--- src/rtl/vl_beat_sequencer_if.sv ---
`default_nettype none
// ============================================================================
// Module      : vl_beat_sequencer_if
// Description : Command/beat bundle between the issue stage, the beat
//               sequencer and the lane/VRF access logic.
//               master : issue stage + beat consumer (drives cmd_*, config,
//                        beat_ready)
//               slave  : vl_beat_sequencer
//               Signals: cmd_valid/cmd_ready, avl, sew, vill,
//                        beat_valid/beat_ready, beat_idx, beat_be,
//                        beat_first, beat_last, done, err
// Revision    : 1.0 - initial release
// ============================================================================
interface vl_beat_sequencer_if #(
  parameter int VLEN       = 16384,
  parameter int DATA_WIDTH = 64
);
  localparam int VLEN_B_BITS = $clog2(VLEN >> 3);
  localparam int BPB         = DATA_WIDTH / 8;

  logic                   cmd_valid;
  logic                   cmd_ready;
  logic [VLEN_B_BITS-1:0] avl;
  logic [1:0]             sew;
  logic                   vill;
  logic                   beat_valid;
  logic                   beat_ready;
  logic [VLEN_B_BITS-1:0] beat_idx;
  logic [BPB-1:0]         beat_be;
  logic                   beat_first;
  logic                   beat_last;
  logic                   done;
  logic                   err;

  modport master (
    output cmd_valid, avl, sew, vill, beat_ready,
    input  cmd_ready, beat_valid, beat_idx, beat_be, beat_first, beat_last,
           done, err
  );

  modport slave (
    input  cmd_valid, avl, sew, vill, beat_ready,
    output cmd_ready, beat_valid, beat_idx, beat_be, beat_first, beat_last,
           done, err
  );
endinterface
`default_nettype wire

--- src/rtl/vl_beat_sequencer.sv ---
`default_nettype none
// ============================================================================
// Module      : vl_beat_sequencer
// Description : Splits one vector instruction (avl elements of width sew)
//               into DATA_WIDTH-wide beats carrying byte enables, first/last
//               markers and a beat index. Reports completion with a one-cycle
//               done pulse (err alongside it for rejected commands).
// Ports       : clk   - clock
//               rst_n - asynchronous active-low reset
//               bus   - vl_beat_sequencer_if.slave (command + beat stream)
// Options     : RVV_SEW64_EN - when defined, sew=3 (64-bit elements) is
//               legal; otherwise such commands are rejected with err.
// Revision    : 1.0 - initial release
// ============================================================================
module vl_beat_sequencer #(
  parameter int VLEN        = 16384,
  parameter int DATA_WIDTH  = 64,
  parameter int VLMAX       = VLEN >> 3,
  parameter int VLEN_B_BITS = $clog2(VLMAX)
) (
  input  logic               clk,
  input  logic               rst_n,
  vl_beat_sequencer_if.slave bus
);

  localparam int BPB  = DATA_WIDTH / 8;
  // avl << 3 must fit without overflow.
  localparam int TB_W = VLEN_B_BITS + 3;

  localparam logic [0:0] ST_IDLE = 1'b0;
  localparam logic [0:0] ST_RUN  = 1'b1;

  logic [0:0]             state_q,      state_d;
  logic [TB_W-1:0]        rem_q,        rem_d;
  logic [VLEN_B_BITS-1:0] beat_idx_q,   beat_idx_d;
  logic [BPB-1:0]         beat_be_q,    beat_be_d;
  logic                   beat_valid_q, beat_valid_d;
  logic                   beat_first_q, beat_first_d;
  logic                   beat_last_q,  beat_last_d;
  logic                   done_q,       done_d;
  logic                   err_q,        err_d;

  logic [TB_W-1:0]        cmd_bytes;
  logic                   sew_ok;
  logic                   cmd_fire;
  logic                   beat_fire;
  logic [TB_W-1:0]        rem_next;

  // Byte enables for a beat with 'rem' bytes still outstanding: bit i is set
  // when byte i is still part of the vector, which saturates to all ones once
  // rem >= BPB.
  function automatic logic [BPB-1:0] be_for(input logic [TB_W-1:0] rem);
    logic [BPB-1:0] be;
    be = '0;
    for (int i = 0; i < BPB; i++) begin
      be[i] = (rem > TB_W'(i));
    end
    return be;
  endfunction

  assign cmd_fire  = bus.cmd_valid && (state_q == ST_IDLE);
  assign beat_fire = beat_valid_q && bus.beat_ready;
  assign rem_next  = rem_q - TB_W'(BPB);

  // Byte count of the incoming command; the sew=3 path only exists when
  // 64-bit elements are enabled.
  always_comb begin
    cmd_bytes = '0;
    sew_ok    = 1'b1;
    case (bus.sew)
      2'd0: cmd_bytes = TB_W'(bus.avl);
      2'd1: cmd_bytes = {2'b00, bus.avl, 1'b0};
      2'd2: cmd_bytes = {1'b0, bus.avl, 2'b00};
      2'd3: begin
`ifdef RVV_SEW64_EN
        cmd_bytes = {bus.avl, 3'b000};
`else
        sew_ok    = 1'b0;
`endif
      end
      default: sew_ok = 1'b0;
    endcase
  end

  always_comb begin
    state_d      = state_q;
    rem_d        = rem_q;
    beat_idx_d   = beat_idx_q;
    beat_be_d    = beat_be_q;
    beat_valid_d = beat_valid_q;
    beat_first_d = beat_first_q;
    beat_last_d  = beat_last_q;
    done_d       = 1'b0;
    err_d        = 1'b0;

    case (state_q)
      ST_IDLE: begin
        if (cmd_fire) begin
          if (bus.vill || !sew_ok || (bus.avl == '0)) begin
            // Rejected or empty: complete immediately, no beats.
            done_d = 1'b1;
            err_d  = bus.vill || !sew_ok;
          end else begin
            state_d      = ST_RUN;
            rem_d        = cmd_bytes;
            beat_idx_d   = '0;
            beat_valid_d = 1'b1;
            beat_first_d = 1'b1;
            beat_be_d    = be_for(cmd_bytes);
            beat_last_d  = (cmd_bytes <= TB_W'(BPB));
          end
        end
      end
      ST_RUN: begin
        if (beat_fire) begin
          if (beat_last_q) begin
            state_d      = ST_IDLE;
            rem_d        = '0;
            beat_idx_d   = '0;
            beat_valid_d = 1'b0;
            beat_first_d = 1'b0;
            beat_be_d    = '0;
            beat_last_d  = 1'b0;
            done_d       = 1'b1;
          end else begin
            // Next beat's enables/last are precomputed so the outputs stay
            // registered with no path from beat_ready.
            rem_d        = rem_next;
            beat_idx_d   = beat_idx_q + VLEN_B_BITS'(1);
            beat_first_d = 1'b0;
            beat_be_d    = be_for(rem_next);
            beat_last_d  = (rem_next <= TB_W'(BPB));
          end
        end
      end
      default: state_d = ST_IDLE;
    endcase
  end

  always_ff @(posedge clk or negedge rst_n) begin
    if (!rst_n) begin
      state_q      <= ST_IDLE;
      rem_q        <= '0;
      beat_idx_q   <= '0;
      beat_be_q    <= '0;
      beat_valid_q <= 1'b0;
      beat_first_q <= 1'b0;
      beat_last_q  <= 1'b0;
      done_q       <= 1'b0;
      err_q        <= 1'b0;
    end else begin
      state_q      <= state_d;
      rem_q        <= rem_d;
      beat_idx_q   <= beat_idx_d;
      beat_be_q    <= beat_be_d;
      beat_valid_q <= beat_valid_d;
      beat_first_q <= beat_first_d;
      beat_last_q  <= beat_last_d;
      done_q       <= done_d;
      err_q        <= err_d;
    end
  end

  assign bus.cmd_ready  = (state_q == ST_IDLE);
  assign bus.beat_valid = beat_valid_q;
  assign bus.beat_idx   = beat_idx_q;
  assign bus.beat_be    = beat_be_q;
  assign bus.beat_first = beat_first_q;
  assign bus.beat_last  = beat_last_q;
  assign bus.done       = done_q;
  assign bus.err        = err_q;

endmodule
`default_nettype wire

--- src/flat_wrapper.sv ---
// flat-port wrapper written by rule: the top's interface ports become plain ports
module vl_beat_sequencer_flat 
#(
  parameter int VLEN        = 16384,
  parameter int DATA_WIDTH  = 64,
  parameter int VLMAX       = VLEN >> 3,
  parameter int VLEN_B_BITS = $clog2(VLMAX)
)
  (clk, rst_n, bus_cmd_valid, bus_avl, bus_sew, bus_vill, bus_beat_ready, bus_cmd_ready, bus_beat_valid, bus_beat_idx, bus_beat_be, bus_beat_first, bus_beat_last, bus_done, bus_err);
  vl_beat_sequencer_if #(.VLEN(VLEN), .DATA_WIDTH(DATA_WIDTH)) bus_i ();
  input  logic clk;
  input  logic rst_n;
  input wire logic [$bits(bus_i.cmd_valid)-1:0] bus_cmd_valid;
  input wire logic [$bits(bus_i.avl)-1:0] bus_avl;
  input wire logic [$bits(bus_i.sew)-1:0] bus_sew;
  input wire logic [$bits(bus_i.vill)-1:0] bus_vill;
  input wire logic [$bits(bus_i.beat_ready)-1:0] bus_beat_ready;
  output wire logic [$bits(bus_i.cmd_ready)-1:0] bus_cmd_ready;
  output wire logic [$bits(bus_i.beat_valid)-1:0] bus_beat_valid;
  output wire logic [$bits(bus_i.beat_idx)-1:0] bus_beat_idx;
  output wire logic [$bits(bus_i.beat_be)-1:0] bus_beat_be;
  output wire logic [$bits(bus_i.beat_first)-1:0] bus_beat_first;
  output wire logic [$bits(bus_i.beat_last)-1:0] bus_beat_last;
  output wire logic [$bits(bus_i.done)-1:0] bus_done;
  output wire logic [$bits(bus_i.err)-1:0] bus_err;
  assign bus_i.cmd_valid = bus_cmd_valid;
  assign bus_i.avl = bus_avl;
  assign bus_i.sew = bus_sew;
  assign bus_i.vill = bus_vill;
  assign bus_i.beat_ready = bus_beat_ready;
  assign bus_cmd_ready = bus_i.cmd_ready;
  assign bus_beat_valid = bus_i.beat_valid;
  assign bus_beat_idx = bus_i.beat_idx;
  assign bus_beat_be = bus_i.beat_be;
  assign bus_beat_first = bus_i.beat_first;
  assign bus_beat_last = bus_i.beat_last;
  assign bus_done = bus_i.done;
  assign bus_err = bus_i.err;
  vl_beat_sequencer #(.VLEN(VLEN), .DATA_WIDTH(DATA_WIDTH), .VLMAX(VLMAX), .VLEN_B_BITS(VLEN_B_BITS)) u_core (.clk(clk), .rst_n(rst_n), .bus(bus_i));
endmodule
--- config.mk ---
export PLATFORM = sky130hd
export DESIGN_NAME = vl_beat_sequencer_flat
export DESIGN_NICKNAME = d
export VERILOG_FILES = /design/src/rtl/vl_beat_sequencer_if.sv /design/src/rtl/vl_beat_sequencer.sv /design/src/flat_wrapper.sv
export SDC_FILE = /design/constraint.sdc
export NUM_CORES = 1
export LEC_CHECK = 0
export ABC_CLOCK_PERIOD_IN_PS = 3300
export BUFFER_PORTS_ARGS = -buffer_cell sky130_fd_sc_hd__buf_4
export CORE_ASPECT_RATIO = 1.75
export CORE_MARGIN = 2
export CORE_UTILIZATION = 50
export DETAILED_ROUTE_END_ITERATION = 7
export PLACE_DENSITY = 0.72
export SYNTH_ARGS = -nofsm -noshare
export SYNTH_HDL_FRONTEND = slang
export SYNTH_SLANG_ARGS = --single-unit
--- constraint.sdc ---
create_clock -name clk -period 3.3 [get_ports clk]
set_input_delay 0 -clock clk [delete_from_list [all_inputs] [get_ports clk]]
set_output_delay 0 -clock clk [all_outputs]
set_load 0.01 [all_outputs]
==> summary.txt, run 1 <==
share of the synthesized area in the top cell type - 35.6%
vias per cell - 6.02
max-cap viol count - 0
Antenna Cells - 0
Synth area leaders - dfrtp_1, o21ai_0, nand2_1
Worst Setup Start Kind - flip-flop
post-synthesis sequential area ratio - 35.6%
most common cell after layout, fill and taps aside - buf_4
DP Cell Count - 428
first-pass GRT wire length - 11.9 mm
Post-synth EDFFs - 0
TritonCTS Buffers - 5
min cycle time layout - 2.66 ns
R2R Path Start - u_core.rem_q[3]$_DFFE_PN0P_
leading area contributor after synthesis - dfrtp_1
layout cell share with drive strength beyond 1 - 18.1%
grt ovf - 0
CTS clk-pin slew, worst paths - 0.08 ns
critical path's top delay family - compound AO/OA/AOI/OAI gates
FF-to-FF path depth - 8
status - completed
H-tree Lvls - 2
wire length per cell - 16.5 µm
io pins - 43
synthesized area - 2750 µm²
Distinct cells, synth - 65
most common flop cell mapped by yosys - dfrtp_1
synthesized flop and latch total - 39
critical path endpoint category - flip-flop
gpl congestion - 0.839
Worst-Skew Late Latency - 0.31 ns
Setup Crit Path Kind - flip-flop to flip-flop
Post-synth ARST share - 100%
VDD IR max - 0.308 mV
clk sink count - 39
Pre-antenna DRT Iters - 4
f_max - 376 MHz
worst path required time - 3.49 ns
dpl hpwl - 5.34 mm
most frequent cells in the layout - buf_4, dfrtp_1, nand2_1
Core Region - 5300 µm²
critical path depth in cells - 8
Critical Path Source - u_core.rem_q[3]$_DFFE_PN0P_
HP Class - primary input to flip-flop
Post-Route Setup TNS - 0 ns
Area Growth Syn to Fin - 16.8%
row count - 35
Cell Chain, Critical Path - inv_1 -> ha_1 -> or3b_4 -> o32a_1 -> o32ai_2 -> nand4_2 -> a211oi_1 -> o22ai_1
R2R Path End - u_core.bus.beat_be[2]$_DFFE_PN0P_
CTS root buffer - clkbuf_8
GR Util All Layers - 25.5%
die outline width - 60.0 µm
RSZ-0062 raised after global routing - no
total number of vias - 2642
total number of yosys warnings - 0
die area - 6120 µm²
Slew headroom - 41.2%
setup violators final - 0
Max clock buf depth - 2
die height - 102 µm
Biggest register - u_core.rem_q
NumNets Final - 386
initial antenna violation count - 0
Worst setup endpoint - u_core.bus.beat_be[2]$_DFFE_PN0P_
Gate Count Post-Synth - 334
Largest register FFs - 14
DRT iter0 DRCs - 122
power per standard cell area - 745 nW/µm²
Final ANT Viol Nets - 0
Worst Tran Pin Value - 0.880 ns
syn nets - 356
CTS tree - built
largest net degree at the start of global routing - 40
Power Total - 2390 µW
reg2reg setup slack - 0.64 ns
Initial Utilization - 51.8%
# DRC - 0
vias in the first global route - 2491
Tcrit/Tclk final - 80.6%
final hold vios - 0
crit path max fanout - 8
max-slew violation count - 0
Total Wirelength - 7.23 mm
worst endpoint data arrival time - 2.84 ns
I/O Buffers - 42
Static Leak - 0.00139 µW
filler-free cell count of the finished design - 439
post-CTS setup buffer count - 0
Post-Syn Area per Cell - 8.22 µm²
Buf/Inv on CP - 1
CP peak stage delay - 0.45 ns
Clock Skew - 0.0113 ns
Crit-path slowest cell - dfrtp_1
## kinds of logic after synthesis
kind of cell / synth area share, %
AO/OA/AOI/OAI: 26.7
XOR/XNOR: 1.91
adder cells (fa/ha/maj): 1.82
buffers and inverters: 4.79
flip-flops: 35.6
multiplexers: 3.28
AND/OR/NAND/NOR: 26.0
## where the power goes
group	total (µW)	leakage [µW]	internal [µW]	switching, µW
clock	412	0.0000581	225	186
combinational	1100	0.000835	474	627
sequential	877	0.000501	638	239
## synth_stat cells, types with 2 or more instances
master    instances
dfrtp_1          39
nand2_1          37
nor2_1           35
o21ai_0          34
a21oi_1          23
clkbuf_1         17
mux2i_1           9
nand3_1           8
nor3_1            8
nand4_1           7
a22oi_1           6
buf_2             6
nand2b_1          6
o21ai_1           6
inv_1             5
nor2b_1           5
o22ai_1           5
xor2_1            5
a22o_1            4
ha_1              4
nor4_1            4
a31oi_1           3
nor3b_1           3
o21bai_1          3
a211o_1           2
a211oi_1          2
a21oi_2           2
a221oi_1          2
and2_1            2
and3_1            2
and4b_1           2
nand4_2           2
o32a_1            2
or3_1             2
or4_1             2
## worst min-delay path, stage by stage
cell	delay (ns)
buf_4	0.15
nand2_1	0.06
o21ai_0	0.07
## area by class of cell
class                   count  area (µm²)
multi-input cells         265        1640
clock buffers               5        68.8
well taps                  74        92.6
repair buffers             48         368
flip-flops and latches     39         976
fillers                   519        2090
clock inverters             3        43.8
inverters                   5        18.8
## worst min path at each step
stage,startpoint,endpoint,slack [ns],cells after the start
2_1_floorplan,rst_n,u_core.bus.beat_be[0]$_DFFE_PN0P_,-0.30,0
3_3_place_gp,rst_n,u_core.rem_q[9]$_DFFE_PN0P_,0.007,1
3_5_place_dp,rst_n,u_core.rem_q[9]$_DFFE_PN0P_,0.01,1
4_1_cts,bus_avl[0],u_core.rem_q[0]$_DFFE_PN0P_,0.03,3
5_1_grt,bus_avl[0],u_core.rem_q[0]$_DFFE_PN0P_,0.04,3
6_report,bus_avl[0],u_core.rem_q[0]$_DFFE_PN0P_,0.02,3
## timing repair
item | in CTS | in global routing
hold buffers | 3 | 0
gates resized for setup | 0 | 0
hold endpoints to repair | 40 | 0
## routing by layer
metal / wire, µm / part of all wire, % / track usage (%)
met2: 3890 / 54 / 45.0
met3: 299 / 4.1 / 2.78
met1: 2860 / 40 / 29.5
met5: 0 / 0 / 0
met4: 178 / 2.5 / 12.8
## per-stage QoR
step | util [%] | setup slack, ns | hold WS (ns) | area (µm²)
6_report | 60.5 | 0.641 | 0.0224 | 3210
5_1_grt | 60.5 | 0.438 | 0.0425 | 3210
4_1_cts | 60.5 | 0.663 | 0.0318 | 3210
3_5_place_dp | 57.8 | 0.675 | 0.0100 | 3060
3_3_place_gp | 57.8 | 0.746 | 0.00667 | 3060
2_1_floorplan | - | 0.970 | -0.296 | 2750
Note: power is estimated with default switching activity, not from simulation.
==> inputs of run 2 (changes only) <==
--- a/config.mk
+++ b/config.mk
@@ -5,13 +5,14 @@
 export SDC_FILE = /design/constraint.sdc
 export NUM_CORES = 1
 export LEC_CHECK = 0
-export ABC_CLOCK_PERIOD_IN_PS = 3300
+export ABC_AREA = 1
+export ABC_CLOCK_PERIOD_IN_PS = 2400
 export BUFFER_PORTS_ARGS = -buffer_cell sky130_fd_sc_hd__buf_4
 export CORE_ASPECT_RATIO = 1.75
 export CORE_MARGIN = 2
 export CORE_UTILIZATION = 50
 export DETAILED_ROUTE_END_ITERATION = 7
-export PLACE_DENSITY = 0.72
+export PLACE_DENSITY = 0.75
 export SYNTH_ARGS = -nofsm -noshare
 export SYNTH_HDL_FRONTEND = slang
 export SYNTH_SLANG_ARGS = --single-unit
==> constraint.sdc (replaced) <==
create_clock -name clk -period 2.4 [get_ports clk]
set_input_delay 0 -clock clk [delete_from_list [all_inputs] [get_ports clk]]
set_output_delay 0 -clock clk [all_outputs]
set_load 0.01 [all_outputs]
==> summary.txt, run 2 <==
status - completed
# DRC - 0
HP Class - primary input to flip-flop
first-pass GRT wire length - 11.9 mm
top-count cell post-synth - nand2_1
Max clock buf depth - 2
Gate Count Post-Synth - 396
VDD IR max - 0.445 mV
post-synthesis sequential area ratio - 35.5%
Worst Tran Pin Value - 0.505 ns
Sequential Power Share - 31.5%
Initial Utilization - 51.8%
most common flop cell mapped by yosys - dfrtp_1
power per standard cell area - 1120 nW/µm²
Tcrit/Tclk final - 87.9%
CTS tree - built
post-CTS setup buffer count - 0
final hold vios - 0
RSZ-0062 raised after global routing - no
Antenna Cells - 0
vias per cell - 5.30
vias in the first global route - 2705
Slew headroom - 66.3%
Final ANT Viol Nets - 0
Total Wirelength - 6.98 mm
initial antenna violation count - 0
synthesized area - 2750 µm²
dpl hpwl - 5.50 mm
Distinct cells, synth - 36
critical path endpoint category - flip-flop
CTS clk-pin slew, worst paths - 0.08 ns
worst path required time - 2.58 ns
Post-synth ARST share - 100%
worst endpoint data arrival time - 2.28 ns
Synth area leaders - dfrtp_1, nand2_1, inv_1
total number of vias - 2741
die height - 102 µm
crit path max fanout - 7
Clock Skew - 0.00753 ns
Final Worst Setup Slack - 0.291 ns
Power Total - 3650 µW
wire length per cell - 13.5 µm
syn nets - 418
grt ovf - 0
die outline width - 60.0 µm
cts hold-fix bufs - 2
Synth top cells by count - nand2_1, inv_1, dfrtp_1
Largest register FFs - 14
P_sw - 1710 µW
I/O Buffers - 42
share of the synthesized area in the top cell type - 35.5%
Pre-antenna DRT Iters - 4
Worst Setup Start Kind - flip-flop
Worst-Skew Late Latency - 0.30 ns
leading area contributor after synthesis - dfrtp_1
Biggest register - u_core.rem_q
largest net degree at the start of global routing - 40
H-tree Lvls - 2
row count - 35
Gate power share - 53.2%
max-slew violation count - 0
post-CTS sizing - 0
synthesized flop and latch total - 39
total number of yosys warnings - 0
sw frac - 46.9%
f_max - 474 MHz
Core Region - 5300 µm²
CTS root buffer - clkbuf_8
most common cell after layout, fill and taps aside - nand2_1
io pins - 43
setup violators final - 0
clk sink count - 39
Clock power frac - 15.3%
Area Growth Syn to Fin - 18.4%
GR Util All Layers - 25.5%
NumNets Final - 464
gpl congestion - 0.905
most frequent cells in the layout - nand2_1, buf_4, inv_1
max-cap viol count - 0
layout cell share with drive strength beyond 1 - 22.1%
internal power - 1940 µW
DP Worst Slack - 0.361 ns
TritonCTS Buffers - 5
Post-Syn Area per Cell - 6.94 µm²
min cycle time layout - 2.11 ns
die area - 6120 µm²
Post-synth EDFFs - 0
Setup Crit Path Kind - flip-flop to flip-flop
Static Leak - 0.00163 µW
Post-Route Setup TNS - 0 ns
DRT iter0 DRCs - 159
run 2: cell type report:
class                   count  area (µm²)
inverters                  51         194
multi-input cells         298        1520
fillers                   519        2050
repair buffers             47         358
flip-flops and latches     39         976
well taps                  74        92.6
clock inverters             3        43.8
clock buffers               5        68.8
run 2: kinds of logic after synthesis:
| logic type | after synthesis | synth area share (%) |
|---|---|---|
| and+or+nand+nor | 232 | 39.5 |
| xor gates and xnor gates | 3 | 0.957 |
| buffers and inverters | 59 | 9.16 |
| AOI/OAI and AO/OA | 59 | 13.0 |
| DFF | 39 | 35.5 |
| adders and majority gates | 4 | 1.82 |
run 2: final timing paths:
path,start,end,slack [ns],cells past startpoint
worst max-delay path,u_core.rem_q[3]$_DFFE_PN0P_,u_core.bus.beat_be[0]$_DFFE_PN0P_,0.29,12
worst min-delay path,bus_vill,u_core.bus.err$_DFF_PN0_,0.02,3
worst max register to register,u_core.rem_q[3]$_DFFE_PN0P_,u_core.bus.beat_be[0]$_DFFE_PN0P_,0.29,12
worst min register to register,u_core.bus.beat_first$_DFFE_PN0P_,u_core.bus.beat_first$_DFFE_PN0P_,0.49,2
max in group asynchronous,rst_n,u_core.bus.done$_DFF_PN0_,1.84,2
min in group asynchronous,rst_n,u_core.rem_q[10]$_DFFE_PN0P_,0.22,2
run 2: worst max-delay path, stage by stage, from the launching register on:
cell and delay [ns]:
dfrtp_1 0.42, inv_1 0.20, ha_1 0.28, nand3_1 0.13, nor2_1 0.11, nand2_1 0.05, nand2_1 0.12, nand2_2 0.08
nor2_4 0.16, and3_1 0.20, nand2_1 0.07, nand2_1 0.08, nand3_1 0.08
run 2: layer usage:
layer	wire length (µm)	global-route usage, %
met4	237	12.3
met1	2600	27.7
met3	217	3.29
met2	3920	46.7
met5	0	0
run 2: power groups by stage:
| stage | Sequential, µW | Combinational (µW) | Clock [µW] |
|---|---|---|---|
| 2_1_floorplan | 1160 | 1320 | 0 |
| 3_3_place_gp | 1160 | 1900 | 0 |
| 3_5_place_dp | 1160 | 1940 | 0 |
| 4_1_cts | 1150 | 1950 | 562 |
| 5_1_grt | 1190 | 2200 | 591 |
| 6_report | 1150 | 1940 | 557 |
run 2: through the flow:
step / std cells / area (µm²) / util (%) / hold WS (ns)
after floorplan: 396 / 2750 / - / -0.296
after global placement: 507 / 3120 / 58.9 / 0.00509
after detailed placement: 507 / 3120 / 58.9 / 0.00873
after CTS: 517 / 3250 / 61.4 / 0.0358
after global routing: 517 / 3250 / 61.4 / 0.0434
final: 517 / 3250 / 61.4 / 0.0193
==> inputs of run 3 (changes only) <==
--- a/config.mk
+++ b/config.mk
@@ -5,7 +5,7 @@
 export SDC_FILE = /design/constraint.sdc
 export NUM_CORES = 1
 export LEC_CHECK = 0
-export ABC_AREA = 1
+export ABC_AREA = 0
 export ABC_CLOCK_PERIOD_IN_PS = 2400
 export BUFFER_PORTS_ARGS = -buffer_cell sky130_fd_sc_hd__buf_4
 export CORE_ASPECT_RATIO = 1.75
==> summary.txt, run 3 (same netlist as run 1, synthesis figures left out) <==
status - completed
final hold vios - 0
GR Util All Layers - 26.8%
HP Class - primary input to flip-flop
largest net degree at the start of global routing - 40
Final ANT Viol Nets - 0
CTS clk-pin slew, worst paths - 0.08 ns
total number of vias - 2761
R2R Path Start - u_core.rem_q[4]$_DFFE_PN0P_
# DRC - 0
max-cap viol count - 0
f_max - 441 MHz
worst path required time - 2.59 ns
I/O Buffers - 42
gpl congestion - 0.897
CTS tree - built
worst endpoint data arrival time - 2.46 ns
Core Region - 5300 µm²
Static Leak - 0.00145 µW
layout cell share with drive strength beyond 1 - 22.0%
Worst-Skew Late Latency - 0.30 ns
VDD IR max - 0.380 mV
R2R Path End - u_core.bus.beat_be[3]$_DFFE_PN0P_
Tcrit/Tclk final - 94.4%
die outline width - 60.0 µm
Pre-antenna DRT Iters - 4
first-pass GRT wire length - 12.6 mm
row count - 35
placed standard-cell area - 3150 µm²
max-slew violation count - 0
DP Worst Slack - 0.0592 ns
clk sink count - 39
die height - 102 µm
grt ovf - 0
worst hold path endpoint - u_core.rem_q[0]$_DFFE_PN0P_
critical path endpoint category - flip-flop
final instance area - 3350 µm²
reg2reg setup slack - 0.13 ns
NumNets Final - 399
setup violators final - 0
io pins - 43
Worst Setup Start Kind - flip-flop
crit path max fanout - 7
Initial Utilization - 51.8%
Antenna Cells - 0
Hold WS - 0.0201 ns
vias in the first global route - 2625
wire length per cell - 16.6 µm
H-tree Lvls - 2
CTS root buffer - clkbuf_8
Final Worst Setup Slack - 0.134 ns
Power Total - 3520 µW
Biggest register - u_core.rem_q
FF-to-FF path depth - 9
Hold Crit Start - bus_avl[0]
vias per cell - 6.11
hold depth - 3
Slew headroom - 65.7%
DRT iter0 DRCs - 148
Clock Skew - 0.00913 ns
most frequent cells in the layout - buf_4, dfrtp_1, nand2_1
initial antenna violation count - 0
die area - 6120 µm²
Worst Tran Pin Value - 0.507 ns
Largest register FFs - 14
Fill cells - 493
Setup Crit Path Kind - flip-flop to flip-flop
Area Growth Syn to Fin - 22.1%
power per standard cell area - 1050 nW/µm²
dpl hpwl - 5.56 mm
Post-Route Setup TNS - 0 ns
TritonCTS Buffers - 5
RSZ-0062 raised after global routing - no
Critical Path Source - u_core.rem_q[4]$_DFFE_PN0P_
Total Wirelength - 7.50 mm
min cycle time layout - 2.27 ns
most common cell after layout, fill and taps aside - buf_4
Max clock buf depth - 2
## run 3: cell count changes in the layout (fill, tap and decap cells not counted), moves of 7 or more
| cell | change |
|---|---|
| nor2_2 | -11 |
| nand2_1 | -76 |
| nand2_2 | -8 |
| inv_1 | -39 |
| mux2i_1 | +9 |
| o21ai_0 | +22 |
| a21oi_1 | +7 |
| nand3_1 | -24 |
| buf_4 | +12 |
## run 3: timing repair
action	4_1_cts	5_1_grt
endpoints found under the setup margin	0	5
setup buffers	0	2
hold buffers	3	0
hold endpoints to repair	40	0
gates resized for setup	0	8
## run 3: stage by stage
stage | util, % | cells
after floorplan | - | 334
after global placement | 59.4 | 439
after detailed placement | 59.4 | 439
after CTS | 62.1 | 450
after global routing | 63.2 | 452
final | 63.2 | 452
## run 3: critical path, stage by stage (launching register included)
cell	delay, ns
dfrtp_1	0.40
inv_2	0.08
ha_2	0.18
or3b_4	0.41
o32a_1	0.33
o32ai_4	0.15
nand4_4	0.21
buf_4	0.20
o21ai_0	0.13
nand2_1	0.07
## run 3: cell type report
type	instances	area, µm²	area share (%)
Timing Repair Buffer	61	469	14.0
Sequential cell	39	976	29.1
Clock buffer	5	68.8	2.05
Tap cell	74	92.6	2.76
Clock inverter	3	43.8	1.31
Multi-Input combinational cell	265	1680	50.2
Inverter	5	18.8	0.560
## run 3: report_power, final
group | total (µW) | switching (µW) | internal (µW) | leakage (µW)
Sequential | 1190 | 311 | 877 | 0.000501
Clock | 553 | 244 | 310 | 0.0000581
Combinational | 1780 | 988 | 789 | 0.000894
Total | 3520 | 1540 | 1980 | 0.00145
## run 3: worst max path at each step
stage	to	slack, ns
final	u_core.bus.beat_be[3]$_DFFE_PN0P_	0.13
after global placement	u_core.bus.beat_be[2]$_DFFE_PN0P_	0.10
after global routing	u_core.bus.beat_last$_DFFE_PN0P_	0.007
after floorplan	u_core.bus.beat_be[2]$_DFFE_PN0P_	0.07
after detailed placement	u_core.bus.beat_be[2]$_DFFE_PN0P_	0.06
after CTS	u_core.bus.beat_be[2]$_DFFE_PN0P_	0.02
## run 3: routing by layer
metal	routed length [µm]	up-vias	track usage, %	part of all wire (%)
met4	252	0	13.2	3.4
li1	-	1322	-	-
met5	0	-	0	0
met2	4070	101	46.4	54
met1	2860	1319	31.8	38
met3	317	19	2.91	4.2
